### src/rtl/inst_pkg.sv
// -----------------------------------------------------------------------------
// inst_pkg -- shared encoding constants for the RV32I decoder/encoder pair.
//
// Contents:
//   ALU_*      : ALU operation codes carried on alucode[5:0]
//   OP_TYPE_*  : operand source codes carried on aluop1_type / aluop2_type
//   OP_*       : RV32I major opcodes
//   F3_* / F7_*: funct3 / funct7 field values
//   inst_fmt_t : instruction format (R, I, S, B, U, J)
//   enc_req_t  : one encode request as captured by the input stage
//   alu_funct3 : funct3 lookup for any ALU code that has one
//   fits_signed: true when a 32-bit value is a sign extension of N bits
// -----------------------------------------------------------------------------
package inst_pkg;

   // ALU operation codes (decoder output encoding)
   localparam logic [5:0] ALU_NOP  = 6'd0;
   localparam logic [5:0] ALU_ADD  = 6'd1;
   localparam logic [5:0] ALU_SUB  = 6'd2;
   localparam logic [5:0] ALU_SLL  = 6'd3;
   localparam logic [5:0] ALU_SLT  = 6'd4;
   localparam logic [5:0] ALU_SLTU = 6'd5;
   localparam logic [5:0] ALU_XOR  = 6'd6;
   localparam logic [5:0] ALU_SRL  = 6'd7;
   localparam logic [5:0] ALU_SRA  = 6'd8;
   localparam logic [5:0] ALU_OR   = 6'd9;
   localparam logic [5:0] ALU_AND  = 6'd10;
   localparam logic [5:0] ALU_LUI  = 6'd11;
   localparam logic [5:0] ALU_JAL  = 6'd12;
   localparam logic [5:0] ALU_JALR = 6'd13;
   localparam logic [5:0] ALU_BEQ  = 6'd14;
   localparam logic [5:0] ALU_BNE  = 6'd15;
   localparam logic [5:0] ALU_BLT  = 6'd16;
   localparam logic [5:0] ALU_BGE  = 6'd17;
   localparam logic [5:0] ALU_BLTU = 6'd18;
   localparam logic [5:0] ALU_BGEU = 6'd19;
   localparam logic [5:0] ALU_SB   = 6'd20;
   localparam logic [5:0] ALU_SH   = 6'd21;
   localparam logic [5:0] ALU_SW   = 6'd22;
   localparam logic [5:0] ALU_LB   = 6'd23;
   localparam logic [5:0] ALU_LH   = 6'd24;
   localparam logic [5:0] ALU_LW   = 6'd25;
   localparam logic [5:0] ALU_LBU  = 6'd26;
   localparam logic [5:0] ALU_LHU  = 6'd27;

   // Operand source codes
   localparam logic [1:0] OP_TYPE_NONE = 2'd0;
   localparam logic [1:0] OP_TYPE_REG  = 2'd1;
   localparam logic [1:0] OP_TYPE_IMM  = 2'd2;
   localparam logic [1:0] OP_TYPE_PC   = 2'd3;

   // RV32I major opcodes
   localparam logic [6:0] OP_OP     = 7'b0110011;
   localparam logic [6:0] OP_OPIMM  = 7'b0010011;
   localparam logic [6:0] OP_LUI    = 7'b0110111;
   localparam logic [6:0] OP_AUIPC  = 7'b0010111;
   localparam logic [6:0] OP_JAL    = 7'b1101111;
   localparam logic [6:0] OP_JALR   = 7'b1100111;
   localparam logic [6:0] OP_BRANCH = 7'b1100011;
   localparam logic [6:0] OP_STORE  = 7'b0100011;
   localparam logic [6:0] OP_LOAD   = 7'b0000011;

   // funct3 groups (one value serves several instruction classes)
   localparam logic [2:0] F3_000 = 3'b000;  // ADD/SUB BEQ SB LB JALR
   localparam logic [2:0] F3_001 = 3'b001;  // SLL BNE SH LH
   localparam logic [2:0] F3_010 = 3'b010;  // SLT SW LW
   localparam logic [2:0] F3_011 = 3'b011;  // SLTU
   localparam logic [2:0] F3_100 = 3'b100;  // XOR BLT LBU
   localparam logic [2:0] F3_101 = 3'b101;  // SRL/SRA BGE LHU
   localparam logic [2:0] F3_110 = 3'b110;  // OR BLTU
   localparam logic [2:0] F3_111 = 3'b111;  // AND BGEU

   // funct7: ALT selects SUB / SRA (sets inst[30])
   localparam logic [6:0] F7_BASE = 7'b0000000;
   localparam logic [6:0] F7_ALT  = 7'b0100000;

   typedef enum logic [2:0] {
      FMT_R,
      FMT_I,
      FMT_S,
      FMT_B,
      FMT_U,
      FMT_J
   } inst_fmt_t;

   typedef struct packed {
      logic [5:0]  alucode;
      logic [1:0]  aluop1_type;
      logic [1:0]  aluop2_type;
      logic [4:0]  rd;
      logic [4:0]  rs1;
      logic [4:0]  rs2;
      logic [31:0] imm;
   } enc_req_t;

   function automatic logic [2:0] alu_funct3(input logic [5:0] alu);
      logic [2:0] f3;
      f3 = F3_000;
      case (alu)
         ALU_SLL, ALU_BNE, ALU_SH, ALU_LH:           f3 = F3_001;
         ALU_SLT, ALU_SW, ALU_LW:                    f3 = F3_010;
         ALU_SLTU:                                   f3 = F3_011;
         ALU_XOR, ALU_BLT, ALU_LBU:                  f3 = F3_100;
         ALU_SRL, ALU_SRA, ALU_BGE, ALU_LHU:         f3 = F3_101;
         ALU_OR, ALU_BLTU:                           f3 = F3_110;
         ALU_AND, ALU_BGEU:                          f3 = F3_111;
         default:                                    f3 = F3_000;
      endcase
      return f3;
   endfunction

   // Arithmetic shift leaves all-zeros or all-ones exactly when the upper
   // bits are copies of bit (bits-1).
   function automatic logic fits_signed(input logic [31:0] v, input int unsigned bits);
      logic [31:0] s;
      s = $signed(v) >>> (bits - 1);
      return (s == '0) || (s == '1);
   endfunction

endpackage

### src/rtl/enc_fifo.sv
// -----------------------------------------------------------------------------
// enc_fifo -- synchronous FIFO buffering encoded words for the consumer.
//
// Ports:
//   clk, rst      : clock, asynchronous active-high reset (empties the FIFO)
//   push          : write push_data at the tail (never asserted when full)
//   push_data     : WIDTH-bit entry
//   pop           : drop the head entry (never asserted when empty)
//   head_data     : entry at the head (meaningful only when head_valid)
//   head_valid    : FIFO not empty
//   count         : number of stored entries, 0..DEPTH
// DEPTH must be a power of two so the pointers wrap by natural overflow.
// -----------------------------------------------------------------------------
module enc_fifo #(
   parameter int DEPTH = 4,
   parameter int WIDTH = 33
) (
   input  logic                         clk,
   input  logic                         rst,
   input  logic                         push,
   input  logic [WIDTH-1:0]             push_data,
   input  logic                         pop,
   output logic [WIDTH-1:0]             head_data,
   output logic                         head_valid,
   output logic [$clog2(DEPTH+1)-1:0]   count
);

   localparam int AW = $clog2(DEPTH);
   localparam int CW = $clog2(DEPTH + 1);

   logic [WIDTH-1:0] mem [DEPTH];
   logic [AW-1:0]    wr_ptr;
   logic [AW-1:0]    rd_ptr;

   // NOTE: the storage array has no reset; count alone decides which entries
   // are live, so clearing the pointers and count is enough to discard data.
   always_ff @(posedge clk) begin
      if (push) mem[wr_ptr] <= push_data;
   end

   // NOTE: all state registers use non-blocking assignments so every flop
   // samples pre-edge values regardless of statement order.
   always_ff @(posedge clk or posedge rst) begin
      if (rst) begin
         wr_ptr <= '0;
         rd_ptr <= '0;
         count  <= '0;
      end else begin
         if (push) wr_ptr <= wr_ptr + 1'b1;
         if (pop)  rd_ptr <= rd_ptr + 1'b1;
         case ({push, pop})
            2'b10:   count <= count + CW'(1);
            2'b01:   count <= count - CW'(1);
            default: count <= count;  // idle, or push and pop together
         endcase
      end
   end

   assign head_data  = mem[rd_ptr];
   assign head_valid = (count != '0);

endmodule

### src/rtl/inst_encoder.sv
// -----------------------------------------------------------------------------
// inst_encoder -- turns decoder-style fields back into an RV32I word.
//
// Ports:
//   clk, rst        : clock, asynchronous active-high reset
//   in_valid/ready  : request handshake; in_ready comes from registered state
//   alucode, aluop1_type, aluop2_type, rd, rs1, rs2, imm : request fields
//   out_valid/ready : FIFO head handshake
//   out_inst        : encoded word at the FIFO head (0 when not encodable)
//   out_illegal     : head request had no RV32I encoding
// Parameter DEPTH   : output FIFO entries (power of two, >= 2).
// Build option      : define ENCODER_RANGE_CHECK_EN to flag immediates that do
//                     not fit their field; otherwise they are truncated.
//
// Pipeline: the accepting edge captures the request in a stage register; the
// next edge writes the assembled word into enc_fifo, so out_valid can rise
// two edges after acceptance.
// -----------------------------------------------------------------------------
module inst_encoder
   import inst_pkg::*;
#(
   parameter int DEPTH = 4
) (
   input  logic        clk,
   input  logic        rst,
   input  logic        in_valid,
   output logic        in_ready,
   input  logic [5:0]  alucode,
   input  logic [1:0]  aluop1_type,
   input  logic [1:0]  aluop2_type,
   input  logic [4:0]  rd,
   input  logic [4:0]  rs1,
   input  logic [4:0]  rs2,
   input  logic [31:0] imm,
   output logic        out_valid,
   input  logic        out_ready,
   output logic [31:0] out_inst,
   output logic        out_illegal
);

   localparam int CW = $clog2(DEPTH + 1);

   logic       accept;
   logic       st_valid;
   enc_req_t   st_req;

   logic [6:0] opcode;
   logic [2:0] funct3;
   logic [6:0] funct7;
   inst_fmt_t  fmt;
   logic       is_shift;
   logic       legal;
   logic       range_err;
   logic [11:0] imm_i;
   logic [31:0] asm_word;
   logic       enc_ok;

   logic [32:0]   fifo_head;
   logic          fifo_valid;
   logic [CW-1:0] fifo_count;
   logic [CW:0]   occupancy;

   // ---------------------------------------------------------------- input
   // Occupancy counts the word still in the stage, so a full pipeline never
   // pushes past DEPTH. rst gating holds in_ready low during reset and lets
   // it rise as soon as reset is released.
   assign occupancy = {1'b0, fifo_count} + {{CW{1'b0}}, st_valid};
   assign in_ready  = !rst && (occupancy < (CW+1)'(DEPTH));
   assign accept    = in_valid && in_ready;

   always_ff @(posedge clk or posedge rst) begin
      if (rst) st_valid <= 1'b0;
      else     st_valid <= accept;
   end

   // Payload needs no reset: st_valid qualifies it.
   always_ff @(posedge clk) begin
      if (accept) begin
         st_req.alucode     <= alucode;
         st_req.aluop1_type <= aluop1_type;
         st_req.aluop2_type <= aluop2_type;
         st_req.rd          <= rd;
         st_req.rs1         <= rs1;
         st_req.rs2         <= rs2;
         st_req.imm         <= imm;
      end
   end

   // -------------------------------------------------------------- decode
   // NOTE: every output of this block gets a default first, so no path
   // through the case statement can leave a value held (no latches).
   always_comb begin
      opcode   = 7'b0;
      funct3   = F3_000;
      funct7   = F7_BASE;
      fmt      = FMT_R;
      is_shift = 1'b0;
      legal    = 1'b1;
      case (st_req.alucode)
         ALU_ADD, ALU_SUB, ALU_SLL, ALU_SLT, ALU_SLTU,
         ALU_XOR, ALU_SRL, ALU_SRA, ALU_OR, ALU_AND: begin
            funct3 = alu_funct3(st_req.alucode);
            if (st_req.alucode == ALU_ADD && st_req.aluop2_type == OP_TYPE_PC) begin
               opcode = OP_AUIPC;
               fmt    = FMT_U;
            end else if (st_req.aluop1_type == OP_TYPE_REG &&
                         st_req.aluop2_type == OP_TYPE_REG) begin
               opcode = OP_OP;
               fmt    = FMT_R;
               if (st_req.alucode == ALU_SUB || st_req.alucode == ALU_SRA)
                  funct7 = F7_ALT;
            end else if (st_req.aluop1_type == OP_TYPE_REG &&
                         st_req.aluop2_type == OP_TYPE_IMM &&
                         st_req.alucode != ALU_SUB) begin
               opcode   = OP_OPIMM;
               fmt      = FMT_I;
               is_shift = (st_req.alucode == ALU_SLL) || (st_req.alucode == ALU_SRL) ||
                          (st_req.alucode == ALU_SRA);
               if (st_req.alucode == ALU_SRA) funct7 = F7_ALT;
            end else begin
               legal = 1'b0;
            end
         end
         ALU_LUI: begin
            opcode = OP_LUI;
            fmt    = FMT_U;
         end
         ALU_JAL: begin
            opcode = OP_JAL;
            fmt    = FMT_J;
         end
         ALU_JALR: begin
            opcode = OP_JALR;
            fmt    = FMT_I;
         end
         ALU_BEQ, ALU_BNE, ALU_BLT, ALU_BGE, ALU_BLTU, ALU_BGEU: begin
            opcode = OP_BRANCH;
            fmt    = FMT_B;
            funct3 = alu_funct3(st_req.alucode);
         end
         ALU_SB, ALU_SH, ALU_SW: begin
            opcode = OP_STORE;
            fmt    = FMT_S;
            funct3 = alu_funct3(st_req.alucode);
         end
         ALU_LB, ALU_LH, ALU_LW, ALU_LBU, ALU_LHU: begin
            opcode = OP_LOAD;
            fmt    = FMT_I;
            funct3 = alu_funct3(st_req.alucode);
         end
         default: legal = 1'b0;  // ALU_NOP and unassigned codes
      endcase
   end

   // --------------------------------------------------------- range check
`ifdef ENCODER_RANGE_CHECK_EN
   always_comb begin
      range_err = 1'b0;
      case (fmt)
         FMT_I:   range_err = is_shift ? (st_req.imm[31:5] != '0)
                                       : !fits_signed(st_req.imm, 12);
         FMT_S:   range_err = !fits_signed(st_req.imm, 12);
         FMT_B:   range_err = !fits_signed(st_req.imm, 13) || st_req.imm[0];
         FMT_U:   range_err = (st_req.imm[11:0] != '0);
         FMT_J:   range_err = !fits_signed(st_req.imm, 21) || st_req.imm[0];
         default: range_err = 1'b0;
      endcase
   end
`else
   assign range_err = 1'b0;
`endif

   // ------------------------------------------------------------ assemble
   // Shift immediates carry funct7 in the upper seven bits of the I field.
   assign imm_i = is_shift ? {funct7, st_req.imm[4:0]} : st_req.imm[11:0];

   always_comb begin
      asm_word = 32'h0;
      case (fmt)
         FMT_R: asm_word = {funct7, st_req.rs2, st_req.rs1, funct3, st_req.rd, opcode};
         FMT_I: asm_word = {imm_i, st_req.rs1, funct3, st_req.rd, opcode};
         FMT_S: asm_word = {st_req.imm[11:5], st_req.rs2, st_req.rs1, funct3,
                            st_req.imm[4:0], opcode};
         FMT_B: asm_word = {st_req.imm[12], st_req.imm[10:5], st_req.rs2, st_req.rs1,
                            funct3, st_req.imm[4:1], st_req.imm[11], opcode};
         FMT_U: asm_word = {st_req.imm[31:12], st_req.rd, opcode};
         FMT_J: asm_word = {st_req.imm[20], st_req.imm[10:1], st_req.imm[11],
                            st_req.imm[19:12], st_req.rd, opcode};
         default: asm_word = 32'h0;
      endcase
   end

   assign enc_ok = legal && !range_err;

   // -------------------------------------------------------------- buffer
   enc_fifo #(
      .DEPTH (DEPTH),
      .WIDTH (33)
   ) u_fifo (
      .clk        (clk),
      .rst        (rst),
      .push       (st_valid),
      .push_data  ({!enc_ok, enc_ok ? asm_word : 32'h0}),
      .pop        (fifo_valid && out_ready),
      .head_data  (fifo_head),
      .head_valid (fifo_valid),
      .count      (fifo_count)
   );

   // Outputs read as zero whenever the head is empty, including in reset,
   // so stale storage is never visible.
   assign out_valid   = fifo_valid;
   assign out_inst    = fifo_valid ? fifo_head[31:0] : 32'h0;
   assign out_illegal = fifo_valid && fifo_head[32];

endmodule
### config.mk
export PLATFORM = sky130hd
export DESIGN_NAME = inst_encoder
export DESIGN_NICKNAME = d
export VERILOG_FILES = /design/src/rtl/inst_pkg.sv /design/src/rtl/enc_fifo.sv /design/src/rtl/inst_encoder.sv
export SDC_FILE = /design/constraint.sdc
export NUM_CORES = 1
export LEC_CHECK = 0
export ABC_AREA = 0
export ABC_CLOCK_PERIOD_IN_PS = 3650
export CAP_MARGIN = 40
export CORE_MARGIN = 1.5
export CORE_UTILIZATION = 50
export DETAILED_ROUTE_END_ITERATION = 8
export GPL_TIMING_DRIVEN = 0
export PLACE_DENSITY = 0.72
export REMOVE_ABC_BUFFERS = 1
export SYNTH_ARGS = -nofsm -noshare
export SYNTH_HDL_FRONTEND = slang
export SYNTH_SLANG_ARGS = --single-unit
### constraint.sdc
create_clock -name clk -period 3.65 [get_ports clk]
set_clock_uncertainty 0.2 [all_clocks]
set_input_delay 0.73 -clock clk [delete_from_list [all_inputs] [get_ports clk]]
set_output_delay 0.73 -clock clk [all_outputs]
set_load 0.01 [all_outputs]
==> flow_metrics.tcl <==
set metrics [dict create \
    status "finished, final reports clean" \
    drv_cap 0 \
    grt_use_total_pct 19.9 \
    synth_compound_area_share_pct 8.27 \
    start_util_pct 51.0 \
    ys_seq_area_share_pct 69.0 \
    ir_drop_uv 371 \
    cp_max_fo 66 \
    placed_area_um2 9690 \
    synth.avg_cell_area_um2 16.3 \
    ios 96 \
    diodes 0 \
    first_global_vias 4811 \
    cp_top_family "simple AND/OR/NAND/NOR gates" \
    path_buf_inv 2 \
    slew_viol_final 0 \
    initialDrtViolationCount 441 \
    cts.path.max_buffers 2 \
    final_cells 841 \
    p_clk_share_pct 27.7 \
    fmax_mhz 289 \
    cts_hold_buf 0 \
    cts_root_buffer "clkbuf_16" \
    rsz0062_at_grt "no" \
    synth_flop_cell "edfxtp_1" \
    clk_pin_slew_worst_paths_ps 70 \
    postLayoutCellArea_um2 10300 \
    r2r_start "st_req[55]" \
    worstMarginPinSlew_ps 831 \
    syn2layout_area_growth_pct 22.4 \
    worstPathArrival_ps 3630 \
    final_common_cell "edfxtp_1" \
    start_kind "input port" \
    synth-warning-count 0 \
    gr-total-overflow 0 \
    dieArea_um2 17600 \
    clock_sinks 196 \
    synthAdderAreaFrac_pct 1.43 \
    postCtsSetupRepairBufs 0 \
    synthXorXnorAreaFrac_pct 0.727 \
    final_cell_mix "edfxtp_1, clkdlybuf4s50_1, and2_1" \
    dp_hpwl_um 11000 \
    dr_total_vias 4838 \
    r2r_end "u_fifo.mem[1][20]" \
    hold_end "u_fifo.wr_ptr[0]" \
    grt_pass1_wl_um 26100 \
    portBuffers 95 \
    grt_max_degree 67 \
    min_period_ps 3460 \
    end_kind "flop" \
    coreArea_um2 16500 \
    powerDensity_nw_per_um2 667 \
    htreeDepth 4 \
    swShare_pct 27.6 \
    slew_headroom_pct 44.0 \
    drc 0 \
    synth-seq-cells 196 \
    muxShareOfSynthArea_pct 9.29 \
    place_ws_ps -518 \
    wirelength_um 16900 \
    synth_cell_type_count 71 \
    viasPerCell 5.75 \
    fp.dieW_um 133 \
    worst_path_max_delay_cell "or4_1" \
    synthSimpleGateAreaFrac_pct 8.46 \
    startpoint "rst" \
    r2r_slack_ps 410 \
    critPathRequiredTime_ps 3820 \
    finalSetupViolCount 0 \
    crit_path_cell_trace "clkdlybuf4s50_1 > a311oi_4 > nand2_2 > inv_8 > mux2_2 > ha_1 > or4_1 > nand3_1" \
    holdPathStages 1 \
    async_flop_share_pct 4.08 \
    cellLeakagePower_nw 3.49 \
    ant_nets 0 \
    syn_area_um2 8430 \
    dp.cells 808 \
    fin_util_pct 62.4 \
    internal_power_mw 4.98 \
    setup_ws_ps 192 \
    p_sw_mw 1.90 \
    crit_type "input port to flop" \
    hold_viol_final 0 \
    wl_per_cell_um 20.1 \
    gp_congestion 0.795 \
    grt_antenna_before_repair 0 \
    worstRegToRegCells 5 \
    comb_power_share_pct 30.1 \
    hold_path.startpoint "u_fifo.wr_ptr[0]" \
    slowest_delay_ps 530 \
    finalCritPeriodShare_pct 94.7 \
    synthesis.instances 516 \
    fillCellCount 1159 \
    worstSkewPairLatency_ps 430 \
    cts_tree "yes" \
    final_nets 678 \
    hold_class "flop to flop" \
    dieHeight_um 133 \
    synth_edf_count 185 \
    synth_top_family_by_area "multiplexers" \
    layout-drive-gt1-share_pct 15.6 \
    fp-row-count 47 \
    cts_buffers 17 \
    drtPass1Iterations 5 \
    pwr-share-seq_pct 42.2 \
]
## per-layer routing
metal / up-vias / GRT usage (%) / wire length, µm
li1: 2219 / - / -
met1: 2441 / 25.9 / 7040
met2: 150 / 33.0 / 8680
met3: 28 / 4.06 / 808
met4: 0 / 8.30 / 388
met5: - / 0 / 0
## worst max path at each step
| stage | to | slack (ps) | cells after the start |
|---|---|---|---|
| floorplan | flop | 350 | 7 |
| global placement | out_inst[9] | -600 | 3 |
| detailed placement | flop | -520 | 8 |
| CTS | out_inst[6] | 30 | 4 |
| global route | flop | 50 | 8 |
| finish | flop | 190 | 8 |
## cell usage after synthesis, types with 3 or more instances
library cell  count  area [µm²]
a211oi_1          5        37.5
a21oi_1          32         160
a22o_1            6        52.6
a31oi_1           5        31.3
a32oi_1           5        43.8
and2_1           37         231
and3b_1           3        26.3
buf_2            14        70.1
buf_4             4        30.0
clkbuf_1         13        48.8
dfrtp_1           8         200
dfxtp_1           3        60.1
edfxtp_1        185        5560
ha_1              8         100
inv_1            17        63.8
mux2i_1           4        40.0
mux4_2           32         721
nand2_1          26        97.6
nand2b_1          4        25.0
nand3_1           7        35.0
nor2_1            9        33.8
nor2b_1           4        25.0
nor3b_1           5        37.5
o211ai_1          6        45.0
o21a_1            4        30.0
o21ai_0           5        25.0
xor2_1            5        43.8
## repair_timing
| item | in CTS | in global routing |
|---|---|---|
| endpoints found under the setup margin | 1 | 16 |
| cloned | 0 | 0 |
| resized for setup | 1 | 2 |
## logic make-up after synthesis
| logic type | count (synthesis) |
|---|---|
| flip-flops | 196 |
| AND/OR/NAND/NOR | 119 |
| AO/OA/AOI/OAI | 95 |
| buffers and inverters | 52 |
| multiplexers | 38 |
| adder cells (fa/ha/maj) | 9 |
| XOR/XNOR | 7 |
## final cells by class
class	instances	area (µm²)	share of cell area, %
multi-input combinational	268	2380	23.1
clock buffer	17	425	4.12
tap	220	275	2.67
sequential	196	5820	56.4
timing repair buffer	107	1160	11.2
clock inverter	15	179	1.73
inverter	18	75.1	0.728
## state kept, by name (all words and copies together), names as in the netlist, named ones only
signal	flops
u_fifo.wr_ptr	2
st_req	57
u_fifo.rd_ptr	2
u_fifo.count	3
st_valid	1
u_fifo.mem	128
## metrics by stage
stage                     power (mW)  setup TNS (ps)  hold WS, ps
after floorplan                 4.05               0          292
after global placement          4.93          -21800          306
after detailed placement        5.05           -1200          318
after CTS                       6.94               0          327
after global routing            7.16               0          354
final                           6.88               0          325
## power by group through the flow
stage	Clock, mW	Combinational (mW)	Sequential (mW)
3_5_place_dp	0	2.10	2.95
6_report	1.91	2.07	2.90
2_1_floorplan	0	1.07	2.98
5_1_grt	2.01	2.22	2.93
4_1_cts	1.92	2.11	2.91
3_3_place_gp	0	1.84	3.09
## worst reg2reg max path, stage by stage (launching register included)
cell	delay [ps]
edfxtp_1	780
nor2_1	320
a311o_1	450
o21ai_0	690
nand4_1	160
a31oi_1	390
Note: power is estimated with default switching activity, not from simulation.
